<file path="config.mk">
export PLATFORM = sky130hd
export DESIGN_NAME = call_system_flat
export DESIGN_NICKNAME = d
export VERILOG_FILES = /design/src/rtl/call_if.sv /design/src/rtl/call_system.sv /design/src/flat_wrapper.sv
export SDC_FILE = /design/constraint.sdc
export NUM_CORES = 1
export LEC_CHECK = 0
export BUFFER_PORTS_ARGS = -buffer_cell sky130_fd_sc_hd__buf_2
export CORE_ASPECT_RATIO = 1.2
export CORE_MARGIN = 2
export CORE_UTILIZATION = 55
export CTS_BUF_LIST = sky130_fd_sc_hd__clkbuf_8
export DETAILED_ROUTE_END_ITERATION = 6
export GPL_TIMING_DRIVEN = 0
export PLACE_DENSITY = 0.81
export SKIP_CTS_REPAIR_TIMING = 1
export SLEW_MARGIN = 0
export SYNTH_ARGS = -nofsm -noshare
export SYNTH_HDL_FRONTEND = slang
export SYNTH_SLANG_ARGS = --single-unit
</file>
<file path="constraint.sdc">
create_clock -name clk -period 1.9 [get_ports clk]
set_input_delay 0.19 -clock clk [delete_from_list [all_inputs] [get_ports clk]]
set_output_delay 0.19 -clock clk [all_outputs]
set_load 0.01 [all_outputs]
</file>
<file path="src/rtl/call_if.sv">
// Bundle of the call-light controller's push-button inputs and status outputs.
//   call, cancel             : level-sensitive button requests (master -> slave)
//   light_state              : indicator state, 1 = on          (slave -> master)
//   call_count, on_cycles    : saturating activity counters      (slave -> master)
interface call_if #(
    parameter int CNT_W = 16
);
    logic             call;
    logic             cancel;
    logic             light_state;
    logic [CNT_W-1:0] call_count;
    logic [CNT_W-1:0] on_cycles;

    modport master (
        output call, cancel,
        input  light_state, call_count, on_cycles
    );

    modport slave (
        input  call, cancel,
        output light_state, call_count, on_cycles
    );
endinterface

</file>
<file path="src/rtl/call_system.sv">
// Cabin attendant call-light controller. A call press lights the indicator,
// a cancel press extinguishes it; call wins when both are pressed. Optional
// synchroniser stages on the inputs and two saturating activity counters.
//   clk   : rising-edge clock
//   rst_n : asynchronous active-low reset
//   bus   : call_if slave (call/cancel in, light_state/call_count/on_cycles out)
// The CNT_W of this module must match the CNT_W of the connected interface.
module call_system #(
    parameter int SYNC_STAGES = 0,
    parameter int CNT_W       = 16
) (
    input  logic   clk,
    input  logic   rst_n,
    call_if.slave  bus
);
    typedef enum logic {OFF = 1'b0, ON = 1'b1} state_e;

    localparam logic [CNT_W-1:0] CNT_MAX = '1;

    logic call_s;
    logic cancel_s;

    generate
        if (SYNC_STAGES == 0) begin : g_nosync
            assign call_s   = bus.call;
            assign cancel_s = bus.cancel;
        end else begin : g_sync
            logic [SYNC_STAGES-1:0] call_q;
            logic [SYNC_STAGES-1:0] cancel_q;

            always_ff @(posedge clk or negedge rst_n) begin
                if (!rst_n) begin
                    call_q   <= '0;
                    cancel_q <= '0;
                end else begin
                    call_q[0]   <= bus.call;
                    cancel_q[0] <= bus.cancel;
                    for (int i = 1; i < SYNC_STAGES; i++) begin
                        call_q[i]   <= call_q[i-1];
                        cancel_q[i] <= cancel_q[i-1];
                    end
                end
            end

            assign call_s   = call_q[SYNC_STAGES-1];
            assign cancel_s = cancel_q[SYNC_STAGES-1];
        end
    endgenerate

    state_e           state_q, state_d;
    logic [CNT_W-1:0] call_count_q, call_count_d;
    logic [CNT_W-1:0] on_cycles_q, on_cycles_d;

    // Call has priority: a simultaneous press turns the light on.
    always_comb begin
        state_d = (call_s || (state_q == ON && !cancel_s)) ? ON : OFF;

        call_count_d = call_count_q;
        if (state_q == OFF && state_d == ON && call_count_q != CNT_MAX)
            call_count_d = call_count_q + 1'b1;

        // Counts edges at which the registered light is already on.
        on_cycles_d = on_cycles_q;
        if (state_q == ON && on_cycles_q != CNT_MAX)
            on_cycles_d = on_cycles_q + 1'b1;
    end

    always_ff @(posedge clk or negedge rst_n) begin
        if (!rst_n) begin
            state_q      <= OFF;
            call_count_q <= '0;
            on_cycles_q  <= '0;
        end else begin
            state_q      <= state_d;
            call_count_q <= call_count_d;
            on_cycles_q  <= on_cycles_d;
        end
    end

    assign bus.light_state = (state_q == ON);
    assign bus.call_count  = call_count_q;
    assign bus.on_cycles   = on_cycles_q;
endmodule

</file>
<file path="src/flat_wrapper.sv">
// flat-port wrapper written by rule: the top's interface ports become plain ports
module call_system_flat 
#(
    parameter int SYNC_STAGES = 0,
    parameter int CNT_W       = 16
)
  (clk, rst_n, bus_call, bus_cancel, bus_light_state, bus_call_count, bus_on_cycles);
  call_if #(.CNT_W(CNT_W)) bus_i ();
  input  logic clk;
  input  logic rst_n;
  input wire logic [$bits(bus_i.call)-1:0] bus_call;
  input wire logic [$bits(bus_i.cancel)-1:0] bus_cancel;
  output wire logic [$bits(bus_i.light_state)-1:0] bus_light_state;
  output wire logic [$bits(bus_i.call_count)-1:0] bus_call_count;
  output wire logic [$bits(bus_i.on_cycles)-1:0] bus_on_cycles;
  assign bus_i.call = bus_call;
  assign bus_i.cancel = bus_cancel;
  assign bus_light_state = bus_i.light_state;
  assign bus_call_count = bus_i.call_count;
  assign bus_on_cycles = bus_i.on_cycles;
  call_system #(.SYNC_STAGES(SYNC_STAGES), .CNT_W(CNT_W)) u_core (.clk(clk), .rst_n(rst_n), .bus(bus_i));
endmodule
</file>
==> PnR_summary.wiki <==
{| class="wikitable"
! Metric !! Value
|-
| Result of the run || finished, violations left
|-
| Total power divided by cell area || 1080 mW/mm2
|-
| Setup_tns || 0 ns
|-
| CTS H-Tree Depth || 2
|-
| DRC Markers || 0
|-
| Most crowded layer after global routing || met2
|-
| Vertical die dimension || 62.4 um
|-
| WHS || -0.0480 ns
|-
| X dimension of the die || 52.7 um
|-
| Ratio of routed vias to standard cells || 5.65
|-
| Routing usage on met1 || 0.243
|-
| Number of CTS-inserted buffers || 5
|-
| Number of DRC markers after the initial detailed-route iteration || 19
|-
| Clock root buffer || sky130_fd_sc_hd__clkbuf_8
|-
| Cell leakage power || 0.901 nW
|-
| Post-synthesis area per instance || 10.9 um2
|-
| Most frequent cells in the layout || sky130_fd_sc_hd__buf_2 (36), sky130_fd_sc_hd__dfrtp_1 (32), sky130_fd_sc_hd__xnor2_1 (22)
|-
| Violated checks || hold timing
|-
| Syn nets || 149
|-
| Clock-pin transition on the worst setup and hold timing paths || 0.06 ns
|-
| Count of mapped cells out of synthesis || 143
|-
| Count of boundary I/O pins || 37
|-
| Filler instances || 217
|-
| Weighted congestion reported at the end of routability-driven placement || 0.761
|-
| All-Layer GR Usage || 0.216
|-
| Power consumption || 0.00209 W
|-
| Endpoint kind of the worst setup timing path || flop
|-
| Max Transition Viols Final || 0
|-
| FMAX || 0.552 GHz
|-
| Max clock buf depth || 2
|-
| Critical Path Source Type || flop
|-
| GR Layer Usage met3 || 0.0550
|-
| Post-layout min period || 1.81 ns
|-
| Placed standard-cell area || 0.00179 mm2
|-
| Total of endpoints with negative setup slack in the final report || 0
|-
| Worst reg2reg endpoint || u_core.bus.call_count[1]
|-
| Actual slew at the worst max-slew pin || 0.715 ns
|-
| Count of flip-flops with a built-in enable after synthesis || 0
|-
| Synth warnings || 0
|-
| Top cell type's share of synthesized area || 0.528
|-
| R2r worst-path depth || 5
|-
| Final period util || 0.954
|-
| Total die area || 0.00329 mm2
|-
| Sequential cell area fraction in the yosys report || 0.528
|-
| Standard-cell rows || 21
|-
| Total number of clock tree sinks || 33
|-
| Inserted Diodes || 0
|-
| Number of synthesized register bits || 33
|-
| Routed wire length per instance || 13.8 um
|-
| Endpoint required time on the critical path || 2.08 ns
|-
| Number of search-and-repair iterations in the first detailed-routing pass || 4
|-
| # nets final || 197
|-
| Effective utilization at floorplan || 0.567
|-
| Number of vias after detailed routing || 1271
|-
| Mapped Area || 0.00157 mm2
|-
| Core utilization of the finished layout || 0.700
|-
| Data arrival time of the critical path || 1.99 ns
|-
| Asr flop ratio synth || 1.00
|-
| Final ANT Viol Nets || 0
|-
| Fraction of final layout cells sized beyond drive strength 1 || 0.309
|-
| First-pass GRT wire length || 5.21 mm
|-
| Peak ir drop on the vdd network || 0.924 mV
|-
| Dominant cells by area after synthesis || sky130_fd_sc_hd__dfrtp_1 (53%), sky130_fd_sc_hd__xnor2_1 (12%), sky130_fd_sc_hd__nand4_1 (6.0%)
|-
| Critical path class || reg -> reg
|-
| Cell accounting for the most synthesized area || sky130_fd_sc_hd__dfrtp_1
|-
| RSZ-0062 raised after global routing || false
|-
| Total non-filler cell area in the finished layout || 0.00193 mm2
|-
| Count of input and output buffers || 36
|-
| TritonCTS clock tree || done
|-
| Layout Skew || 0.00478 ns
|-
| Startpoint of the lowest-slack register-to-register path || u_core.bus.call_count[0]
|-
| Hold Vio Cnt, Final || 33
|-
| Critical Path Fanout Max || 4
|-
| Commonest non-fill, non-tap cell in the layout || sky130_fd_sc_hd__buf_2
|-
| Detailed placement HPWL || 2.17 mm
|-
| Overflow after GRT || 0
|-
| Largest net degree at the start of global routing || 34
|-
| Core area || 0.00276 mm2
|-
| Worst-skew pair later-pin latency || 0.29 ns
|-
| MaxCap Viol Count || 0
|-
| Primary FF master, synth || sky130_fd_sc_hd__dfrtp_1
|-
| Total wirelength of the detailed-routed design || 3.11 mm
|-
| Setup slack of the worst register-to-register path || 0.09 ns
|-
| Vias in the first global route || 1211
|-
| Global-route track usage on met2 || 0.341
|-
| Worst slew margin || 0.523
|-
| Signed area change from the synthesized netlist to the final layout || 23.4%
|-
| Initial antenna violation count || 0
|-
| Hold Path Class || in -> async
|-
| Count of unique library cells instantiated by Yosys || 31
|}
-- cell usage after synthesis (2+ instances only) --
cell,count
sky130_fd_sc_hd__a21oi_1,3
sky130_fd_sc_hd__and3_1,3
sky130_fd_sc_hd__nand4b_1,2
sky130_fd_sc_hd__xnor2_1,22
sky130_fd_sc_hd__inv_1,2
sky130_fd_sc_hd__dfrtp_1,33
sky130_fd_sc_hd__xor2_1,3
sky130_fd_sc_hd__nand2_1,13
sky130_fd_sc_hd__and4_1,2
sky130_fd_sc_hd__nand4_1,15
sky130_fd_sc_hd__nand3_1,11
sky130_fd_sc_hd__nor2_1,12
sky130_fd_sc_hd__ha_1,2
sky130_fd_sc_hd__nor3_1,2
sky130_fd_sc_hd__mux2_2,2
-- logic make-up (layout without fill, tap and decap cells) --
group | Yosys count | in the layout | synth area share
XOR/XNOR | 25 | 25 | 0.140
buffers and inverters | 3 | 51 | 0.00719
flip-flops | 33 | 33 | 0.528
AND/OR/NAND/NOR | 68 | 68 | 0.245
adder cells (fa/ha/maj) | 2 | 2 | 0.0160
AO/OA/AOI/OAI | 9 | 9 | 0.0400
multiplexers | 3 | 3 | 0.0240
-- power by group --
| part | internal (W) | leakage [nW] | total [W] | switching (W) |
|---|---|---|---|---|
| clock | 0.000281 | 0.0485 | 0.000520 | 0.000239 |
| combinational | 0.000266 | 0.419 | 0.000541 | 0.000275 |
| sequential | 0.000843 | 0.433 | 0.00103 | 0.000188 |
-- flip-flops by register name (all words and copies together), names as in the netlist --
register	count
u_core.bus.on_cycles	16
u_core.bus.light_state	1
u_core.bus.call_count	16
-- per-stage QoR --
step	hold WS [ns]	cells	setup WS (ns)
after floorplan	-0.106	143	0.141
after global placement	0.275	213	0.0929
after detailed placement	0.284	213	0.0475
after CTS	-0.0275	220	0.0288
after global routing	0.00804	225	0.00636
final	-0.0480	225	0.0877
-- worst max-delay path, stage by stage, from the launching register on --
cell and delay, ns:
sky130_fd_sc_hd__dfrtp_1 0.41, sky130_fd_sc_hd__ha_1 0.23, sky130_fd_sc_hd__nand4_1 0.11, sky130_fd_sc_hd__or4_4 0.46, sky130_fd_sc_hd__and3_4 0.21, sky130_fd_sc_hd__mux2_4 0.28
-- how the worst max path moves through the flow --
stage | start | endpoint | slack [ns] | cells past startpoint
after detailed placement | u_core.bus.on_cycles[0] | u_core.bus.on_cycles[3] | 0.05 | 5
final | u_core.bus.call_count[0] | u_core.bus.call_count[1] | 0.09 | 5
after CTS | u_core.bus.on_cycles[8] | u_core.bus.on_cycles[14] | 0.03 | 4
after floorplan | u_core.bus.on_cycles[8] | u_core.bus.on_cycles[14] | 0.14 | 4
after global placement | u_core.bus.on_cycles[8] | u_core.bus.on_cycles[14] | 0.09 | 4
after global routing | u_core.bus.on_cycles[1] | u_core.bus.on_cycles[14] | 0.006 | 5
-- cell type report --
type	count	area, um2	area share
Sequential cell	33	827	0.428
Multi-Input combinational cell	107	747	0.387
Timing Repair Buffer	41	218	0.113
Clock buffer	6	82.6	0.0427
Tap cell	34	42.5	0.0220
Inverter	2	7.51	0.00389
Clock inverter	1	3.75	0.00194
Buffer	1	3.75	0.00194
-- metal layers --
| metal | part of all wire | up-vias | routed length, um |
|---|---|---|---|
| met4 | 0.037 | 0 | 115 |
| met5 | 0 | - | 0 |
| li1 | - | 618 | - |
| met1 | 0.42 | 603 | 1320 |
| met2 | 0.48 | 38 | 1500 |
| met3 | 0.058 | 12 | 181 |
Power figures use the tool's default switching activity.
